`config.mk`:
```
export PLATFORM = sky130hd
export DESIGN_NAME = oop_dac_ramp
export DESIGN_NICKNAME = d
export VERILOG_FILES = /design/src/rtl/oop_dac_ramp.sv
export SDC_FILE = /design/constraint.sdc
export NUM_CORES = 1
export LEC_CHECK = 0
export CORE_UTILIZATION = 40
export CTS_BUF_LIST = sky130_fd_sc_hd__clkbuf_4 sky130_fd_sc_hd__clkbuf_8 sky130_fd_sc_hd__clkbuf_16
export DETAILED_ROUTE_END_ITERATION = 12
export GPL_ROUTABILITY_DRIVEN = 0
export GPL_TIMING_DRIVEN = 0
export PLACE_DENSITY = 0.54
export SYNTH_ARGS = -nofsm -noshare
export SYNTH_HDL_FRONTEND = slang
export SYNTH_SLANG_ARGS = --single-unit
```
`constraint.sdc`:
```
create_clock -name clk48mhz -period 5.3 [get_ports clk48mhz]
set_input_delay 0.795 -clock clk48mhz [delete_from_list [all_inputs] [get_ports clk48mhz]]
set_output_delay 0.795 -clock clk48mhz [all_outputs]
set_load 0.03 [all_outputs]
```
`src/rtl/oop_dac_ramp.sv`:
```
// rtl/oop_dac_ramp.sv - slew-limited setpoint sequencer for the OOP cathode DAC
module oop_dac_ramp #(
    parameter int unsigned RATE_DIV   = 32768,
    parameter logic [15:0] MIN_CODE   = 16'h0000,
    parameter logic [15:0] MAX_CODE   = 16'hFFFF,
    parameter logic [15:0] SAFE_VALUE = 16'h8000
) (
    input  logic        clk48mhz,
    input  logic        rstn,
    input  logic [15:0] target_value,
    input  logic [15:0] step_size,
    input  logic        target_wr,
    input  logic        estop,
    output logic [15:0] dac_value,
    output logic        busy,
    output logic        at_target,
    output logic        range_err
);

    typedef enum logic [1:0] {
        ST_IDLE,
        ST_RAMP_UP,
        ST_RAMP_DOWN,
        ST_SAFE
    } state_t;

    // Counter is wide enough for the largest legal divider; a tick is the last count.
    localparam logic [23:0] TICK_LAST = 24'(RATE_DIV - 1);

    state_t      state, state_n;
    logic [15:0] target_reg, target_n;
    logic [15:0] step_reg, step_n;
    logic [15:0] dac_n;
    logic [23:0] tick_cnt, tick_n;
    logic        busy_n, at_target_n, range_err_n;

    logic [15:0] clamped_target;
    logic        clamp_hit;
    logic [16:0] over_max_diff;
    logic [16:0] under_min_diff;
    logic [16:0] up_diff;
    logic [16:0] down_diff;
    logic        tick;

    // Clamp the requested code; the borrow bit of a 17-bit subtraction flags out-of-range.
    always_comb begin
        over_max_diff  = {1'b0, MAX_CODE} - {1'b0, target_value};
        under_min_diff = {1'b0, target_value} - {1'b0, MIN_CODE};
        clamped_target = target_value;
        clamp_hit      = 1'b0;
        if (over_max_diff[16]) begin
            clamped_target = MAX_CODE;
            clamp_hit      = 1'b1;
        end else if (under_min_diff[16]) begin
            clamped_target = MIN_CODE;
            clamp_hit      = 1'b1;
        end
    end

    // Remaining distance to the target in each direction, wide enough that it never wraps.
    always_comb begin
        up_diff   = {1'b0, target_reg} - {1'b0, dac_value};
        down_diff = {1'b0, dac_value} - {1'b0, target_reg};
        tick      = (tick_cnt == TICK_LAST);
    end

    // Next-state and next-output logic: estop beats a write, a write beats a tick.
    always_comb begin
        state_n     = state;
        target_n    = target_reg;
        step_n      = step_reg;
        dac_n       = dac_value;
        tick_n      = tick_cnt;
        range_err_n = range_err;

        if (estop) begin
            state_n  = ST_SAFE;
            dac_n    = SAFE_VALUE;
            target_n = SAFE_VALUE;
            tick_n   = 24'd0;
        end else if (state == ST_SAFE) begin
            // Leaving estop parks on the safe code until the host writes again.
            state_n  = ST_IDLE;
            target_n = SAFE_VALUE;
            tick_n   = 24'd0;
        end else if (target_wr) begin
            target_n    = clamped_target;
            step_n      = step_size;
            tick_n      = 24'd0;
            range_err_n = clamp_hit;
            if (step_size == 16'd0) begin
                dac_n   = clamped_target;
                state_n = ST_IDLE;
            end else if (clamped_target > dac_value) begin
                state_n = ST_RAMP_UP;
            end else if (clamped_target < dac_value) begin
                state_n = ST_RAMP_DOWN;
            end else begin
                state_n = ST_IDLE;
            end
        end else begin
            case (state)
                ST_RAMP_UP: begin
                    if (tick) begin
                        tick_n = 24'd0;
                        if (up_diff <= {1'b0, step_reg}) begin
                            dac_n   = target_reg;
                            state_n = ST_IDLE;
                        end else begin
                            dac_n = dac_value + step_reg;
                        end
                    end else begin
                        tick_n = tick_cnt + 24'd1;
                    end
                end
                ST_RAMP_DOWN: begin
                    if (tick) begin
                        tick_n = 24'd0;
                        if (down_diff <= {1'b0, step_reg}) begin
                            dac_n   = target_reg;
                            state_n = ST_IDLE;
                        end else begin
                            dac_n = dac_value - step_reg;
                        end
                    end else begin
                        tick_n = tick_cnt + 24'd1;
                    end
                end
                default: begin
                    tick_n = 24'd0;
                end
            endcase
        end

        busy_n      = (state_n == ST_RAMP_UP) || (state_n == ST_RAMP_DOWN);
        at_target_n = (state_n == ST_IDLE);
    end

    // State and output registers; reset returns everything to the safe parked condition.
    always_ff @(posedge clk48mhz) begin
        if (!rstn) begin
            state      <= ST_IDLE;
            dac_value  <= SAFE_VALUE;
            target_reg <= SAFE_VALUE;
            step_reg   <= 16'd0;
            tick_cnt   <= 24'd0;
            busy       <= 1'b0;
            at_target  <= 1'b1;
            range_err  <= 1'b0;
        end else begin
            state      <= state_n;
            dac_value  <= dac_n;
            target_reg <= target_n;
            step_reg   <= step_n;
            tick_cnt   <= tick_n;
            busy       <= busy_n;
            at_target  <= at_target_n;
            range_err  <= range_err_n;
        end
    end

endmodule
```
==> results of run 1 <==
-- power groups by stage --
stage,combinational [W],clock [W],sequential (W)
after CTS,0.000606,0.000655,0.000597
after floorplan,0.000414,0,0.000609
after global placement,0.000592,0,0.000610
final,0.000629,0.000647,0.000598
after detailed placement,0.000595,0,0.000610
after global routing,0.000693,0.000678,0.000600
-- synth_stat cells (3+ instances only) --
cell / count / area, um^2
sky130_fd_sc_hd__o21ai_0: 43 / 215
sky130_fd_sc_hd__clkbuf_1: 21 / 78.8
sky130_fd_sc_hd__a21boi_0: 17 / 128
sky130_fd_sc_hd__nor4_1: 9 / 56.3
sky130_fd_sc_hd__o21bai_1: 16 / 120
sky130_fd_sc_hd__buf_2: 8 / 40.0
sky130_fd_sc_hd__o211ai_1: 7 / 52.6
sky130_fd_sc_hd__xnor2_1: 35 / 307
sky130_fd_sc_hd__o22a_1: 3 / 26.3
sky130_fd_sc_hd__fa_1: 4 / 80.1
sky130_fd_sc_hd__o221ai_1: 9 / 78.8
sky130_fd_sc_hd__and3_1: 3 / 18.8
sky130_fd_sc_hd__dfxtp_1: 76 / 1520
sky130_fd_sc_hd__or4_1: 3 / 22.5
sky130_fd_sc_hd__nor2_1: 76 / 285
sky130_fd_sc_hd__inv_1: 78 / 293
sky130_fd_sc_hd__o21a_1: 13 / 97.6
sky130_fd_sc_hd__o22ai_1: 4 / 25.0
sky130_fd_sc_hd__xor2_1: 19 / 166
sky130_fd_sc_hd__and2_1: 3 / 18.8
sky130_fd_sc_hd__a221oi_1: 8 / 70.1
sky130_fd_sc_hd__a31oi_1: 5 / 31.3
sky130_fd_sc_hd__mux2i_1: 8 / 80.1
sky130_fd_sc_hd__o31ai_1: 10 / 75.1
sky130_fd_sc_hd__buf_1: 4 / 15.0
sky130_fd_sc_hd__a21oi_1: 84 / 420
sky130_fd_sc_hd__or2_2: 4 / 25.0
sky130_fd_sc_hd__a21o_1: 20 / 150
sky130_fd_sc_hd__and4_1: 4 / 35.0
sky130_fd_sc_hd__nor3_1: 23 / 115
sky130_fd_sc_hd__buf_6: 3 / 33.8
sky130_fd_sc_hd__a211o_1: 4 / 35.0
sky130_fd_sc_hd__nand4_1: 14 / 87.6
sky130_fd_sc_hd__ha_1: 114 / 1430
sky130_fd_sc_hd__a211oi_1: 3 / 22.5
sky130_fd_sc_hd__or3_1: 9 / 56.3
sky130_fd_sc_hd__nand2_1: 99 / 372
sky130_fd_sc_hd__nand3_1: 18 / 90.1
sky130_fd_sc_hd__a2111oi_0: 3 / 26.3
sky130_fd_sc_hd__nor2b_1: 13 / 81.3
sky130_fd_sc_hd__o21ai_1: 11 / 55.1
sky130_fd_sc_hd__nand2b_1: 14 / 87.6
-- per-layer routing --
layer / routed length [um] / track usage
met1: 11600 / 0.345
met2: 10200 / 0.387
met3: 991 / 0.0253
met5: 0 / 0
met4: 311 / 0.0621
-- layout make-up --
class	count	area (um^2)	share of cell area
Buffer	35	168	0.0194
Clock buffer	10	239	0.0277
Clock inverter	6	70.1	0.00811
Inverter	78	297	0.0343
Multi-Input combinational cell	773	5520	0.639
Sequential cell	76	1520	0.176
Tap cell	229	287	0.0332
Timing Repair Buffer	54	536	0.0620
-- repair_timing --
action / 4_1_cts / 5_1_grt
gates cloned: 0 / 0
setup endpoints to repair: 19 / 19
setup buffers: 1 / 1
hold buffers: 0 / 0
pin swaps: 1 / 2
resized for setup: 8 / 13
-- kinds of logic after synthesis --
kind of cell,count (synthesis),share of synthesized area
buffers and inverters,115,0.0630
and+or+nand+nor,303,0.197
adders and majority gates,118,0.203
DFF,76,0.205
AOI/OAI and AO/OA,288,0.256
xor gates and xnor gates,54,0.0637
other,1,0.000505
muxes,9,0.0123
-- path summary, 6_finish.rpt --
path | start | depth (start not counted) | slack (ns) | to
worst max-delay path | dac_value[1]$_SDFFE_PP0P_ | 19 | 0.16 | busy$_SDFF_PN0_
worst min register to register | tick_cnt[0]$_SDFF_PP0_ | 1 | 0.45 | tick_cnt[0]$_SDFF_PP0_
worst max register to register | dac_value[1]$_SDFFE_PP0P_ | 19 | 0.16 | busy$_SDFF_PN0_
worst min-delay path | tick_cnt[0]$_SDFF_PP0_ | 1 | 0.45 | tick_cnt[0]$_SDFF_PP0_
-- through the flow --
step	setup WS (ns)	util	cell area [um^2]
6_report	0.156	0.477	8630
4_1_cts	0.0108	0.474	8570
5_1_grt	0.00384	0.477	8630
3_3_place_gp	-0.478	0.455	8230
2_1_floorplan	0.391	-	7430
3_5_place_dp	-0.451	0.455	8230
-- layout by cell type, fill, tap and decap left out, types with 4 or more instances in the layout --
cell type	count
sky130_fd_sc_hd__a21o_1	20
sky130_fd_sc_hd__o211ai_1	7
sky130_fd_sc_hd__xnor2_1	35
sky130_fd_sc_hd__nand2b_1	14
sky130_fd_sc_hd__inv_1	77
sky130_fd_sc_hd__nand4_1	14
sky130_fd_sc_hd__buf_1	4
sky130_fd_sc_hd__o21ai_0	42
sky130_fd_sc_hd__fa_1	4
sky130_fd_sc_hd__ha_1	114
sky130_fd_sc_hd__o221ai_1	9
sky130_fd_sc_hd__a21boi_0	16
sky130_fd_sc_hd__buf_2	8
sky130_fd_sc_hd__a211o_1	4
sky130_fd_sc_hd__or3_1	9
sky130_fd_sc_hd__mux2i_1	8
sky130_fd_sc_hd__a31oi_1	5
sky130_fd_sc_hd__nor3_1	22
sky130_fd_sc_hd__a221oi_1	6
sky130_fd_sc_hd__nor2_1	75
sky130_fd_sc_hd__or2_2	4
sky130_fd_sc_hd__nand3_1	18
sky130_fd_sc_hd__clkbuf_1	19
sky130_fd_sc_hd__nor2b_1	13
sky130_fd_sc_hd__nand2_1	97
sky130_fd_sc_hd__o21ai_1	12
sky130_fd_sc_hd__xor2_1	19
sky130_fd_sc_hd__nor4_1	9
sky130_fd_sc_hd__o31ai_1	8
sky130_fd_sc_hd__clkbuf_16	9
sky130_fd_sc_hd__dfxtp_1	74
sky130_fd_sc_hd__o21bai_1	16
sky130_fd_sc_hd__o22ai_1	4
sky130_fd_sc_hd__and4_1	4
sky130_fd_sc_hd__clkdlybuf4s50_1	52
sky130_fd_sc_hd__o21a_1	13
sky130_fd_sc_hd__a21oi_1	83
-- worst reg2reg max path, stage by stage, from the launching register on --
cell and delay, ns:
sky130_fd_sc_hd__dfxtp_2 0.44, sky130_fd_sc_hd__clkinvlp_4 0.17, sky130_fd_sc_hd__ha_1 0.32, sky130_fd_sc_hd__a21o_1 0.15, sky130_fd_sc_hd__a21o_1 0.19, sky130_fd_sc_hd__a21o_1 0.17
sky130_fd_sc_hd__a21o_1 0.26, sky130_fd_sc_hd__a2111oi_0 0.44, sky130_fd_sc_hd__nor3_1 0.17, sky130_fd_sc_hd__xor2_1 0.18, sky130_fd_sc_hd__ha_1 0.31, sky130_fd_sc_hd__and4_1 0.24
sky130_fd_sc_hd__a311o_1 0.36, sky130_fd_sc_hd__o31ai_4 0.34, sky130_fd_sc_hd__nand2_2 0.19, sky130_fd_sc_hd__o21ai_1 0.20, sky130_fd_sc_hd__a311oi_2 0.16, sky130_fd_sc_hd__a221oi_2 0.32
sky130_fd_sc_hd__ha_1 0.27, sky130_fd_sc_hd__and2_1 0.15
==> results.rst, run 1 <==
.. list-table::
   :header-rows: 1

   * - Metric
     - Value
   * - Crit path cell chain
     - clkinvlp_4 -> ha_1 -> a21o_1 -> a21o_1 -> a21o_1 -> a21o_1 -> a2111oi_0 -> nor3_1 -> xor2_1 -> ha_1 -> and4_1 -> a311o_1 -> o31ai_4 -> nand2_2 -> o21ai_1 -> a311oi_2 -> a221oi_2 -> ha_1 -> and2_1
   * - Row count
     - 49
   * - Violations in the final reports
     - DRC
   * - Headroom to the max-slew limit
     - 0.279
   * - Netlist cell types
     - 76
   * - Clock insertion delay at the later pin of the skew report
     - 0.35 ns
   * - Number of flip-flops in the largest register
     - 24
   * - Total count of max-transition violations in the final report
     - 0
   * - Post-Syn Area
     - 7430 um^2
   * - Final setup violation count
     - 0
   * - Final-stage net count
     - 1,181
   * - Number of nets produced by synthesis
     - 1,118
   * - P_int
     - 0.00123 W
   * - Total number of vias
     - 7,016
   * - CP Capture Type
     - flip-flop
   * - Buf+Inv Stages, Crit Path
     - 1
   * - Switching power share of the total
     - 0.346
   * - Post-synthesis to final-layout area growth
     - 16.3%
   * - Number of instances in the synthesized netlist
     - 964
   * - Sum of overflow across all layers after global routing
     - 0
   * - Number of clock sinks seen by CTS
     - 76
   * - Maximum clock frequency
     - 194 MHz
   * - Family with the most delay on the worst path
     - compound AO/OA/AOI/OAI gates
   * - Final critical delay including setup and external delays
     - 5.14 ns
   * - Part of the power in registers
     - 0.319
   * - Fillcell total
     - 1,874
   * - Remaining antenna violation count
     - 0
   * - Setup tns final
     - 0 ns
   * - Worst slew pin tran
     - 1.07 ns
   * - Pin count of the biggest net entering global routing
     - 15
   * - Wire length per cell after detailed routing
     - 18.3 um
   * - Die boundary width
     - 138 um
   * - Crit Path Class
     - flip-flop to flip-flop
   * - Most used flip-flop cell after synthesis
     - sky130_fd_sc_hd__dfxtp_1
   * - Die area
     - 19,100 um^2
   * - Synth warnings
     - 0
   * - Comb pwr share
     - 0.336
   * - Register name with the most flops
     - tick_cnt
   * - N_diodes
     - 0
   * - Routed wire length
     - 23.1 mm
   * - P_leak
     - 3.45 nW
   * - Avg Cell Area, Syn
     - 7.70 um^2
   * - I/O pins
     - 55
   * - Worst setup skew after layout
     - 0.00805 ns
   * - Via/cell ratio
     - 5.56
   * - Post-route DRC
     - 8
   * - Cell area power density
     - 217 nW/um^2
   * - Net switching power
     - 0.000648 W
   * - Number of synthesized register bits
     - 76
   * - Hold Slack
     - 0.453 ns
   * - Share of the clock period used by the worst path after layout
     - 0.971
   * - Pre-antenna DRT Iters
     - 9
   * - HPWL after DPL
     - 19.1 mm
   * - Die span in y
     - 138 um
   * - Most frequent CP cell
     - sky130_fd_sc_hd__a21o_1
   * - CP max FO
     - 7
   * - Startpoint class of the critical path
     - flip-flop
   * - Number of synthesized flops with an enable pin
     - 0
   * - Status
     - finished with violations
   * - CTS Buf Count
     - 9
   * - Via count of the first global-routing pass
     - 6,529
   * - CTS Root Cell
     - sky130_fd_sc_hd__clkbuf_16
   * - Max stage delay cell, worst path
     - sky130_fd_sc_hd__dfxtp_2
   * - Final standard cell count with taps included and fillers excluded
     - 1,261
   * - Final Hold Fails
     - 0
   * - Portion of the post-synthesis area used by sequential elements
     - 0.205
   * - Number of antenna violations at the first check in global routing
     - 0
   * - Core Region
     - 18,100 um^2
   * - # Max-Cap Violations
     - 0
   * - Wire length of the first global-routing pass
     - 35.9 mm
   * - CP Data Arrival Time
     - 5.38 ns
   * - Type of the worst min-delay path
     - flip-flop to flip-flop
   * - Share of power burned in the clock network
     - 0.345
   * - Worst-case clock buffer depth
     - 2
   * - Port bufs
     - 52
   * - CTS clock-pin slew for the worst setup and hold paths
     - 0.07 ns
   * - Critical path's largest stage delay
     - 0.44 ns
   * - Number of H-tree branching levels
     - 3
   * - TritonCTS clock tree
     - yes
   * - Number of DRC violations after detailed-routing iteration 0
     - 418
   * - Share of cells above drive strength 1
     - 0.0610
   * - Overall fraction of global-route tracks in use
     - 0.241
   * - Total Power
     - 0.00187 W
   * - Critical Path RT
     - 5.54 ns
   * - Max rail drop VDD
     - 0.128 mV
   * - Unrepaired setup endpoints after global routing
     - no
   * - Post-synth ARST share
     - 0
   * - Initial core utilization
     - 0.411
   * - Number of cells after detailed placement
     - 1,245
Note: power is estimated with default switching activity, not from simulation.
==> run 2, diff against run 1 <==
- CAP_MARGIN: unset -> 20
- SETUP_SLACK_MARGIN: unset -> 0.02
==> run 2 against run 1 <==
Effect of this change: the flow still finishes with violations (DRC); fmax rose by 0.74%; clock-buffer cell count did not move; via count fell by 0.47%; wire length rose by 0.13%; global-route usage did not move; sequential share of layout area barely moved; combinational power rose by 1%; largest cell class unchanged; clock skew barely moved; core utilization rose by 0.083 points; register-to-register slack improved by 0.04 ns; highest routed layer unchanged.
==> results.rst, run 2 (synthesis results as in run 1) <==
.. list-table::
   :header-rows: 1

   * - Metric
     - Value
   * - Status
     - finished with violations
   * - Violations in the final reports
     - DRC
   * - Wire length of the first global-routing pass
     - 35.9 mm (about the same)
   * - Max stage delay cell, worst path
     - sky130_fd_sc_hd__dfxtp_2
   * - Row count
     - 49 (unchanged)
   * - Util after Layout
     - 0.478 (+0.000830)
   * - Max rail drop VDD
     - 0.128 mV (about the same)
   * - Crit Path Class
     - flip-flop to flip-flop
   * - Core Region
     - 18,100 um^2 (unchanged)
   * - Final standard cell count with taps included and fillers excluded
     - 1,262 (+0.079%)
   * - Port bufs
     - 52 (unchanged)
   * - CTS Root Cell
     - sky130_fd_sc_hd__clkbuf_16
   * - Startpoint class of the critical path
     - flip-flop
   * - Family with the most delay on the worst path
     - compound AO/OA/AOI/OAI gates
   * - Endpoint of the worst-slack reg-to-reg timing path
     - busy$_SDFF_PN0_
   * - Pin count of the biggest net entering global routing
     - 15 (unchanged)
   * - Post-route DRC
     - 8 (unchanged)
   * - Die boundary width
     - 138 um (unchanged)
   * - Number of buffers added to fix hold violations after cts
     - 0 (unchanged)
   * - Cell area power density
     - 217 nW/um^2 (+0.10%)
   * - Critical path's largest stage delay
     - 0.43 ns (about the same)
   * - Pre-antenna DRT Iters
     - 8 (-1)
   * - Share of the clock period used by the worst path after layout
     - 0.963 (-0.00713)
   * - Wire length per cell after detailed routing
     - 18.3 um (about the same)
   * - Sum of overflow across all layers after global routing
     - 0 (unchanged)
   * - Post-synthesis to final-layout area growth
     - 16.5%
   * - Number of H-tree branching levels
     - 3 (unchanged)
   * - Hold path startpoint
     - tick_cnt[0]$_SDFF_PP0_
   * - Worst slew pin tran
     - 1.08 ns (+0.00397 ns)
   * - Worst Hold Endpoint
     - tick_cnt[0]$_SDFF_PP0_
   * - CTS Buf Count
     - 9 (unchanged)
   * - # Max-Cap Violations
     - 0 (unchanged)
   * - Register name with the most flops
     - tick_cnt
   * - Unrepaired setup endpoints after global routing
     - no
   * - Number of cells after detailed placement
     - 1,245 (unchanged)
   * - Share of cells above drive strength 1
     - 0.0629 (+0.00188)
   * - CP max FO
     - 7 (unchanged)
   * - Most frequent standard cell in the layout excluding fill and tap cells
     - sky130_fd_sc_hd__ha_1
   * - Via count of the first global-routing pass
     - 6,532 (+0.046%)
   * - Critical Path RT
     - 5.53 ns (about the same)
   * - Remaining antenna violation count
     - 0 (unchanged)
   * - CP Data Arrival Time
     - 5.34 ns (-0.04 ns)
   * - Most used cells in the layout excluding fill and tap cells
     - 114 x sky130_fd_sc_hd__ha_1, 97 x sky130_fd_sc_hd__nand2_1, 83 x sky130_fd_sc_hd__a21oi_1, 77 x sky130_fd_sc_hd__inv_1, 75 x sky130_fd_sc_hd__nor2_1
   * - Worst setup skew after layout
     - 0.00801 ns (-0.0000426 ns)
   * - Setup WS pre-CTS
     - -0.451 ns (unchanged)
   * - Final setup violation count
     - 0 (unchanged)
   * - HPWL after DPL
     - 19.1 mm (unchanged)
   * - Number of flip-flops in the largest register
     - 24 (unchanged)
   * - Final setup slack of the worst path
     - 0.194 ns (+0.0378 ns)
   * - CP Capture Type
     - flip-flop
   * - Buf+Inv Stages, Crit Path
     - 1 (unchanged)
   * - Part of the power in registers
     - 0.318 (about the same)
   * - Routed wire length
     - 23.1 mm (+0.13%)
   * - Total count of max-transition violations in the final report
     - 0 (unchanged)
   * - Headroom to the max-slew limit
     - 0.276 (-0.00267)
   * - Type of the worst min-delay path
     - flip-flop to flip-flop
   * - Number of clock sinks seen by CTS
     - 76 (unchanged)
   * - Worst Hold Path Cells
     - 1 (unchanged)
   * - Number of cells on the worst reg-to-reg path
     - 19 (unchanged)
   * - Clock insertion delay at the later pin of the skew report
     - 0.34 ns (about the same)
   * - Via/cell ratio
     - 5.53 (-0.55%)
   * - I/O pins
     - 55 (unchanged)
   * - Number of antenna violations at the first check in global routing
     - 0 (unchanged)
   * - Hold Slack
     - 0.453 ns (+0.0000170 ns)
   * - Die area
     - 19,100 um^2 (unchanged)
   * - Total number of vias
     - 6,983 (-0.47%)
   * - Net switching power
     - 0.000647 W (-0.13%)
   * - CTS clock-pin slew for the worst setup and hold paths
     - 0.07 ns (about the same)
   * - Most frequent CP cell
     - sky130_fd_sc_hd__a21o_1
   * - Post-placement cell area
     - 8230 um^2 (unchanged)
   * - Final Hold Fails
     - 0 (unchanged)
   * - Worst reg2reg path startpoint
     - dac_value[1]$_SDFFE_PP0P_
   * - R2r setup slk
     - 0.19 ns (+0.04 ns)
   * - Area of all placed cells without fillers
     - 8650 um^2 (+0.17%)
   * - N_diodes
     - 0 (unchanged)
   * - Initial core utilization
     - 0.411 (unchanged)
   * - Switching power share of the total
     - 0.344 (-0.00140)
   * - P_leak
     - 3.46 nW (+0.17%)
   * - Worst-case clock buffer depth
     - 2 (unchanged)
   * - P_int
     - 0.00123 W (+0.49%)
   * - Comb pwr share
     - 0.339 (+0.003)
   * - Number of DRC violations after detailed-routing iteration 0
     - 446 (+6.7%)
   * - Final-stage net count
     - 1,182 (+0.085%)
   * - Maximum clock frequency
     - 196 MHz (+0.74%)
   * - Final critical delay including setup and external delays
     - 5.11 ns (-0.0378 ns)
   * - Crit path cell chain
     - clkinvlp_4 -> ha_1 -> a21o_1 -> a21o_1 -> a21o_1 -> a21o_1 -> a2111oi_1 -> nor3_1 -> xor2_1 -> ha_1 -> and4_1 -> a311o_1 -> o31ai_4 -> nand2_2 -> o21ai_1 -> a311oi_2 -> a221oi_2 -> ha_1 -> and2_1
   * - Die span in y
     - 138 um (unchanged)
   * - Overall fraction of global-route tracks in use
     - 0.241 (unchanged)
   * - Share of power burned in the clock network
     - 0.343 (-0.002)
   * - TritonCTS clock tree
     - yes
## run 2: per-stage QoR
step	setup TNS (ns)	power [W]
2_1_floorplan	0	0.00102
3_3_place_gp	-3.21	0.00120
3_5_place_dp	-2.71	0.00121
4_1_cts	0	0.00186
5_1_grt	0	0.00198
6_report	0	0.00188
## run 2: final cells by class
class                   count  area [um^2]
clock inverters             6         70.1
well taps                 229          287
repair buffers             55          543
multi-input cells         773         5520
inverters                  78          297
clock buffers              10          239
fillers                  1873         9440
flip-flops and latches     76         1520
plain buffers              35          168
## run 2: what timing repair did
| action | CTS | global route |
|---|---|---|
| buffers inserted | 1 | 2 |
| resized for setup | 9 | 15 |
| pin swaps | 1 | 4 |
| endpoints found under the setup margin | 19 | 18 |
## run 2: worst max-delay path by stage
stage                              startpoint               to  slack [ns]  cells after the start
floorplan           dac_value[1]$_SDFFE_PP0P_  busy$_SDFF_PN0_        0.39                     19
finish              dac_value[1]$_SDFFE_PP0P_  busy$_SDFF_PN0_        0.19                     19
global route        dac_value[1]$_SDFFE_PP0P_  busy$_SDFF_PN0_        0.02                     19
global placement    dac_value[1]$_SDFFE_PP0P_  busy$_SDFF_PN0_       -0.48                     19
detailed placement  dac_value[1]$_SDFFE_PP0P_  busy$_SDFF_PN0_       -0.45                     19
CTS                 dac_value[1]$_SDFFE_PP0P_  busy$_SDFF_PN0_        0.02                     21
## run 2: layer usage
| layer | track usage | wire (um) | up-vias |
|---|---|---|---|
| met2 | 0.387 | 10200 | 133 |
| li1 | - | - | 3566 |
| met4 | 0.0621 | 307 | 0 |
| met1 | 0.345 | 11900 | 3264 |
| met5 | 0 | 0 | - |
| met3 | 0.0253 | 783 | 20 |
## run 2: power groups by stage
stage | logic (W) | registers [W] | clock network, W
floorplan | 0.000414 | 0.000609 | 0
global placement | 0.000592 | 0.000610 | 0
detailed placement | 0.000595 | 0.000610 | 0
CTS | 0.000607 | 0.000597 | 0.000655
global route | 0.000701 | 0.000600 | 0.000678
finish | 0.000637 | 0.000598 | 0.000644
## run 2: worst register-to-register path, stage by stage, from the launching register on
cell and delay [ns]:
sky130_fd_sc_hd__dfxtp_2 0.43, sky130_fd_sc_hd__clkinvlp_4 0.17, sky130_fd_sc_hd__ha_1 0.32, sky130_fd_sc_hd__a21o_1 0.15, sky130_fd_sc_hd__a21o_1 0.19, sky130_fd_sc_hd__a21o_1 0.17, sky130_fd_sc_hd__a21o_1 0.26, sky130_fd_sc_hd__a2111oi_1 0.38
sky130_fd_sc_hd__nor3_1 0.16, sky130_fd_sc_hd__xor2_1 0.17, sky130_fd_sc_hd__ha_1 0.31, sky130_fd_sc_hd__and4_1 0.24, sky130_fd_sc_hd__a311o_1 0.36, sky130_fd_sc_hd__o31ai_4 0.39, sky130_fd_sc_hd__nand2_2 0.19, sky130_fd_sc_hd__o21ai_1 0.19
sky130_fd_sc_hd__a311oi_2 0.15, sky130_fd_sc_hd__a221oi_2 0.33, sky130_fd_sc_hd__ha_1 0.27, sky130_fd_sc_hd__and2_1 0.15
==> run 3, diff against run 2 <==
- CAP_MARGIN: 20 -> 5
==> results of run 3 <==
No change in the layout: final DEF, timing and power equal those of run 2.
